### config.mk
export PLATFORM = sky130hd
export DESIGN_NAME = tt_tag_reader
export DESIGN_NICKNAME = d
export VERILOG_FILES = /design/src/rtl/tt_pkg.sv /design/src/rtl/tt_tag_ram.sv /design/src/rtl/tt_tag_reader.sv
export SDC_FILE = /design/constraint.sdc
export NUM_CORES = 1
export LEC_CHECK = 0
export CAP_MARGIN = 40
export CORE_AREA = 2 2 171 173
export CTS_CLUSTER_SIZE = 40
export DETAILED_ROUTE_END_ITERATION = 10
export DIE_AREA = 0 0 173 175
export DONT_BUFFER_PORTS = 1
export GPL_ROUTABILITY_DRIVEN = 0
export MAX_ROUTING_LAYER = met4
export PLACE_DENSITY = 0.61
export SETUP_SLACK_MARGIN = 0.02
export SYNTH_ARGS = -nofsm -noshare
export SYNTH_HDL_FRONTEND = slang
export SYNTH_HIERARCHICAL = 1
export SYNTH_SLANG_ARGS = --single-unit
### constraint.sdc
create_clock -name clk -period 5.7 [get_ports clk]
set_input_delay 1.71 -clock clk [delete_from_list [all_inputs] [get_ports clk]]
set_output_delay 1.71 -clock clk [all_outputs]
set_load 0.1 [all_outputs]
### src/rtl/tt_pkg.sv
// rtl/tt_pkg.sv - shared constants and helpers for the time-tag capture path
package tt_pkg;

    // Default width of one time tag (clock-counter value)
    localparam int TT_DATA_W = 32;

    // Address width for a buffer of the given depth (at least one bit)
    function automatic int ptr_w(input int depth);
        return (depth > 1) ? $clog2(depth) : 1;
    endfunction

    // Increment that sticks at 2^w-1 instead of wrapping; w must be below 64
    function automatic logic [63:0] sat_inc(input logic [63:0] v, input int w);
        logic [63:0] w_max;
        w_max = (64'd1 << w) - 64'd1;
        return (v >= w_max) ? w_max : v + 64'd1;
    endfunction

endpackage

### src/rtl/tt_tag_ram.sv
// rtl/tt_tag_ram.sv - DEPTHxDATA_W simple dual-port tag store with registered read
module tt_tag_ram
    import tt_pkg::*;
#(
    parameter int DATA_W = TT_DATA_W,
    parameter int DEPTH  = 8,
    localparam int AW    = ptr_w(DEPTH)
) (
    input  logic              clk,
    input  logic              i_we,
    input  logic [AW-1:0]     i_waddr,
    input  logic [DATA_W-1:0] i_wdata,
    input  logic [AW-1:0]     i_raddr,
    output logic [DATA_W-1:0] o_rdata
);

    logic [DATA_W-1:0] r_mem [DEPTH];
    logic [DATA_W-1:0] r_rdata;

    // Synchronous write port
    always_ff @(posedge clk) begin
        if (i_we) begin
            r_mem[i_waddr] <= i_wdata;
        end
    end

    // Read register; a write to the slot being read lands directly so a tag
    // entering an empty buffer (or becoming head as the last one leaves) is
    // presented after the same edge that stores it
    always_ff @(posedge clk) begin
        if (i_we && (i_waddr == i_raddr)) begin
            r_rdata <= i_wdata;
        end else begin
            r_rdata <= r_mem[i_raddr];
        end
    end

    assign o_rdata = r_rdata;

endmodule

### src/rtl/tt_tag_reader.sv
// rtl/tt_tag_reader.sv - time-tag capture buffer with valid/ready readout and overflow count
module tt_tag_reader
    import tt_pkg::*;
#(
    parameter int DATA_W = TT_DATA_W,
    parameter int DEPTH  = 8,
    parameter int OVF_W  = 16,
    localparam int AW    = ptr_w(DEPTH),
    localparam int LW    = AW + 1
) (
    input  logic              clk,
    input  logic              reset,
    input  logic              ce,
    input  logic [DATA_W-1:0] regin,
    output logic [DATA_W-1:0] tag_out,
    output logic              tag_valid,
    input  logic              tag_ready,
    output logic [LW-1:0]     level,
    output logic              full,
    output logic [OVF_W-1:0]  ovf_count,
    input  logic              ovf_clear
);

    // Write/read counts carry one extra bit so full and empty are distinct
    logic [LW-1:0]    r_wr_cnt;
    logic [LW-1:0]    r_rd_cnt;
    logic [OVF_W-1:0] r_ovf;

    logic [LW-1:0] w_level;
    logic          w_full;
    logic          w_valid;
    logic          w_pop;
    logic          w_push;
    logic          w_drop;
    logic [LW-1:0] w_rd_cnt_nxt;
    logic          w_we;

    assign w_level = r_wr_cnt - r_rd_cnt;
    assign w_full  = (w_level == LW'(DEPTH));
    assign w_valid = (w_level != '0);

    // A pop in the same cycle frees a slot, so a full buffer still accepts ce
    assign w_pop  = w_valid && tag_ready;
    assign w_push = ce && (!w_full || w_pop);
    assign w_drop = ce && w_full && !w_pop;

    // Read address looks one step ahead so the head tag is already registered
    assign w_rd_cnt_nxt = r_rd_cnt + LW'(w_pop);
    assign w_we         = w_push && !reset;

    tt_tag_ram #(
        .DATA_W (DATA_W),
        .DEPTH  (DEPTH)
    ) u_ram (
        .clk     (clk),
        .i_we    (w_we),
        .i_waddr (r_wr_cnt[AW-1:0]),
        .i_wdata (regin),
        .i_raddr (w_rd_cnt_nxt[AW-1:0]),
        .o_rdata (tag_out)
    );

    // Write and read counts advance on push and pop; reset empties the buffer
    always_ff @(posedge clk) begin
        if (reset) begin
            r_wr_cnt <= '0;
            r_rd_cnt <= '0;
        end else begin
            if (w_push) begin
                r_wr_cnt <= r_wr_cnt + LW'(1);
            end
            r_rd_cnt <= w_rd_cnt_nxt;
        end
    end

    // Saturating drop counter; a clear coinciding with a drop leaves one
    always_ff @(posedge clk) begin
        if (reset) begin
            r_ovf <= '0;
        end else if (ovf_clear) begin
            r_ovf <= w_drop ? OVF_W'(1) : '0;
        end else if (w_drop) begin
            r_ovf <= OVF_W'(sat_inc(64'(r_ovf), OVF_W));
        end
    end

    assign tag_valid = w_valid;
    assign level     = w_level;
    assign full      = w_full;
    assign ovf_count = r_ovf;

endmodule

==> impl_summary.txt <==
----------------------------------------------------
[Status]
  Run status ... finished, final reports clean

[Global route]
  Wire length of the first global-routing pass ... 34.4 mm
  Pin count of the biggest net entering global routing ... 29
  Vias in the first global route ... 5,800
  Gr usage total ... 15.3%
  Initial antenna violation count ... 0
  Remaining Overflow, GRT ... 0

[Power and ir drop]
  Power density over the cells ... 469 nW/µm²
  Total leakage power ... 4.15 nW
  Power dissipated by switching net loads ... between 0.002 and 0.0025 W
  Sequential Power Share ... 39.8%
  Worst IR drop on VDD ... 0.537 mV
  Sum of internal, switching and leakage power ... 0.00612 W
  Design internal power ... 0.00390 W
  Switching part of the total ... 36.2%
  Clk pwr share ... 28.9%
  Combinational Power Share ... 31.3%

[Synthesis]
  Post-synthesis cell type with the largest combined area ... sky130_fd_sc_hd__edfxtp_1
  Synthesized area ... between 10,000 and 15,000 µm²
  Number of instances in the synthesized netlist ... 547
  Ys async rst share ... 0%
  Count of flip-flops with a built-in enable after synthesis ... 256
  Post-Synthesis Net Count ... 592
  Portion of the post-synthesis area used by sequential elements ... between 70% and 80%
  Average cell area after synthesis ... 20.6 µm²
  Count of different cell masters after synthesis ... 45
  Fraction of synthesized cell area taken by the top area cell type ... 68.3%
  Most used flip-flop cell after synthesis ... sky130_fd_sc_hd__edfxtp_1
  Yosys Warn Count ... 6
  Top area cells in the synthesized netlist ... sky130_fd_sc_hd__edfxtp_1 (68%), sky130_fd_sc_hd__mux4_1 (9.3%), sky130_fd_sc_hd__dfxtp_1 (4.8%), sky130_fd_sc_hd__mux4_2 (4.8%), sky130_fd_sc_hd__mux2_2 (3.2%)
  Flops & latches, synth ... 283

[Finish]
  Final layout net count ... 637
  Multi-input gate area ... 2900 µm²
  Filler Cells Inserted ... 2,379
  Final Instance Area ... roughly 13,000 µm²
  Register cell area after layout ... slightly above 8000 µm²
  Area added between synthesis and finish ... 15.8%
  Ant. Diodes ... 0
  Proportion of layout cells with a drive suffix above 1 ... 25.4%

[Critical path]
  Type of the worst setup path ... flip-flop to primary output
  CP max stage cell ... sky130_fd_sc_hd__dfxtp_4
  Data arrival, critical path ... 2.83 ns
  Bufs and invs on worst path ... 1
  Worst Path Required ... 3.99 ns
  Setup slack of the most critical reg-to-reg path ... roughly 1.9 ns
  CP max stage delay ... 0.67 ns
  Kind of cell adding the most delay to the critical path ... multiplexers
  Nature of the critical path startpoint ... flip-flop
  Largest fanout of any net on the critical path ... 25
  Cell breakdown of the critical path ... buf_4 > mux4_1 > mux2_2
  CP Capture Type ... primary output

[Clock tree]
  CTS H-tree lvls ... 1
  Clock tree root driver cell ... sky130_fd_sc_hd__clkbuf_16
  Number of clock sinks ... 283
  Clock edge transition at the registers on the reported setup and hold paths ... 0.06 ns
  Buffers from clock root to sink, at most ... 3
  # resized after CTS ... 0
  Post-cts hold buffer count ... 0
  Clock Latency Late Sink ... 0.54 ns
  CTS Buf Count ... 29
  TritonCTS clock tree ... done
  Total setup buffers inserted after CTS ... 0

[Drt]
  Starting DRC count in detailed routing ... approximately 410
  Wire length per cell after detailed routing ... 22.5 µm
  DRT antenna net count ... 0
  Number of design rule violations left after detail routing ... 0
  1st-pass router iterations ... 6
  Via count normalized by instance count ... 5.40
  Drt total wl ... around 22 mm
  Vias post-DR ... roughly 5,400

[STA]
  Number of hold violations in the final report ... 0
  Slew Limit Fails ... 0
  Worst Tran Pin Value ... 0.850 ns
  Tmin final ... 4.54 ns
  Clock Skews ... 0.0234 ns
  Setup violations, final ... 0
  RSZ-0062 raised after global routing ... no
  Post-route fraction of the period consumed by the critical path ... around four fifths
  Setup slack of the critical path after layout ... 1.16 ns
  Max transition margin ... 43.3%
  Peak Freq ... 0.220 GHz

[Floorplan]
  Chip Width ... 173 µm
  Initial core utilization ... 39.7%
  Full die area ... 30,300 µm²
  Cell Rows ... 62
  Die outline height ... approximately 180 µm
  Boundary Pins ... 91
  Core area ... 28,400 µm²

[Hold path]
  Min-delay worst type ... flip-flop to flip-flop

[Place]
  IO buf count ... 0
  Half-perimeter wire length after detailed placement ... 13.7 mm
  Post-DP Area ... 12,100 µm²
  Worst setup timing slack at the placement stage ... 1.66 ns

[Job]
  Max Cap Viol ... 0

----------------------------------------------------
worst paths after layout:
| check | startpoint | end | depth (start not counted) |
|---|---|---|---|
| setup / recovery | flip-flop | tag_out[9] | 3 |
| hold reg to reg | r_rd_cnt[2]$_SDFF_PP0_ | flip-flop | 1 |
| setup reg to reg | r_wr_cnt[1]$_SDFFE_PP0P_ | u_ram/r_mem[3][15]$_DFFE_PP_ | 8 |
| hold / removal | r_rd_cnt[2]$_SDFF_PP0_ | flip-flop | 1 |
power groups by stage:
stage | Sequential, W | Combinational, W | Clock, W
after detailed placement | 0.00248 | 0.00193 | 0
after floorplan | 0.00241 | 0.00170 | 0
after CTS | 0.00244 | 0.00194 | 0.00181
after global routing | 0.00245 | 0.00199 | 0.00189
after global placement | 0.00250 | 0.00176 | 0
final | 0.00244 | 0.00191 | 0.00177
stage by stage:
step	util [%]	TNS (ns)	cells	hold slack, ns
CTS	45.9	0	998	0.515
global placement	41.5	0	925	0.503
global route	45.9	0	998	0.551
floorplan	-	-21.98	547	0.461
detailed placement	42.8	0	945	0.497
finish	45.9	0	998	0.507
flip-flops by register name, indices dropped and copies added, names as in the netlist, named ones only:
register / cells
u_ram/r_mem: 256
r_rd_cnt: 4
ovf_count: 16
r_wr_cnt: 4
layout by cell type (no fill, tap or decap), types with 5 or more instances in the layout:
cell type | netlist | layout
sky130_fd_sc_hd__mux4_2 | 24 | 24
sky130_fd_sc_hd__clkinv_1 | 0 | 10
sky130_fd_sc_hd__nor3_1 | 9 | 7
sky130_fd_sc_hd__mux2_2 | 32 | 32
sky130_fd_sc_hd__inv_1 | 10 | 10
sky130_fd_sc_hd__clkbuf_16 | 0 | 29
sky130_fd_sc_hd__a21oi_1 | 10 | 10
sky130_fd_sc_hd__mux4_1 | 40 | 40
sky130_fd_sc_hd__nand4_1 | 5 | 5
sky130_fd_sc_hd__dfxtp_1 | 27 | 24
sky130_fd_sc_hd__ha_1 | 7 | 7
sky130_fd_sc_hd__nor2_4 | 0 | 6
sky130_fd_sc_hd__nor2_1 | 18 | 12
sky130_fd_sc_hd__nand2_1 | 14 | 14
sky130_fd_sc_hd__nand3_1 | 7 | 7
sky130_fd_sc_hd__buf_4 | 0 | 18
sky130_fd_sc_hd__edfxtp_1 | 256 | 256
sky130_fd_sc_hd__and3_1 | 6 | 6
sky130_fd_sc_hd__buf_8 | 0 | 15
sky130_fd_sc_hd__a311oi_1 | 5 | 5
kinds of logic (layout without fill, tap and decap cells):
group,after synthesis,count (layout),synth area share (%)
flip-flops,283,283,73.1
AO/OA/AOI/OAI,33,33,2.21
XOR/XNOR,5,5,0.389
buffers and inverters,34,101,1.71
adder cells (fa/ha/maj),8,8,0.956
multiplexers,97,97,17.4
AND/OR/NAND/NOR,87,87,4.24
cell usage after synthesis, types with 2 or more instances:
library cell,number
sky130_fd_sc_hd__and3_1,6
sky130_fd_sc_hd__nand4_1,5
sky130_fd_sc_hd__clkbuf_1,2
sky130_fd_sc_hd__mux4_1,40
sky130_fd_sc_hd__nand2b_1,4
sky130_fd_sc_hd__nor2b_1,4
sky130_fd_sc_hd__mux2_2,32
sky130_fd_sc_hd__o221a_2,3
sky130_fd_sc_hd__buf_1,5
sky130_fd_sc_hd__buf_2,10
sky130_fd_sc_hd__nor3_1,9
sky130_fd_sc_hd__mux4_2,24
sky130_fd_sc_hd__dfxtp_1,27
sky130_fd_sc_hd__a31oi_1,3
sky130_fd_sc_hd__nor2_1,18
sky130_fd_sc_hd__nand3_1,7
sky130_fd_sc_hd__a41oi_1,3
sky130_fd_sc_hd__nand2_1,14
sky130_fd_sc_hd__edfxtp_1,256
sky130_fd_sc_hd__xnor2_1,2
sky130_fd_sc_hd__xor2_1,3
sky130_fd_sc_hd__a211oi_1,2
sky130_fd_sc_hd__or3_1,2
sky130_fd_sc_hd__nor4_1,4
sky130_fd_sc_hd__nor3_2,2
sky130_fd_sc_hd__inv_1,10
sky130_fd_sc_hd__a21o_1,3
sky130_fd_sc_hd__a311oi_1,5
sky130_fd_sc_hd__a21oi_1,10
sky130_fd_sc_hd__buf_6,7
sky130_fd_sc_hd__and4_1,4
sky130_fd_sc_hd__nand3_2,2
sky130_fd_sc_hd__ha_1,7
metal layers:
metal | global-route usage, % | part of all wire (%)
met1 | 18.0 | 40
met2 | 25.8 | 50
met3 | 4.66 | 7.8
met4 | 3.88 | 2.1
met5 | - | 0
cell type report:
class	count	area share, %
inverters	10	0.288
well taps	384	3.69
clock buffers	33	5.68
repair buffers	38	3.76
clock inverters	20	1.15
flip-flops and latches	283	63.2
multi-input cells	230	22.3
Power figures use the tool's default switching activity.
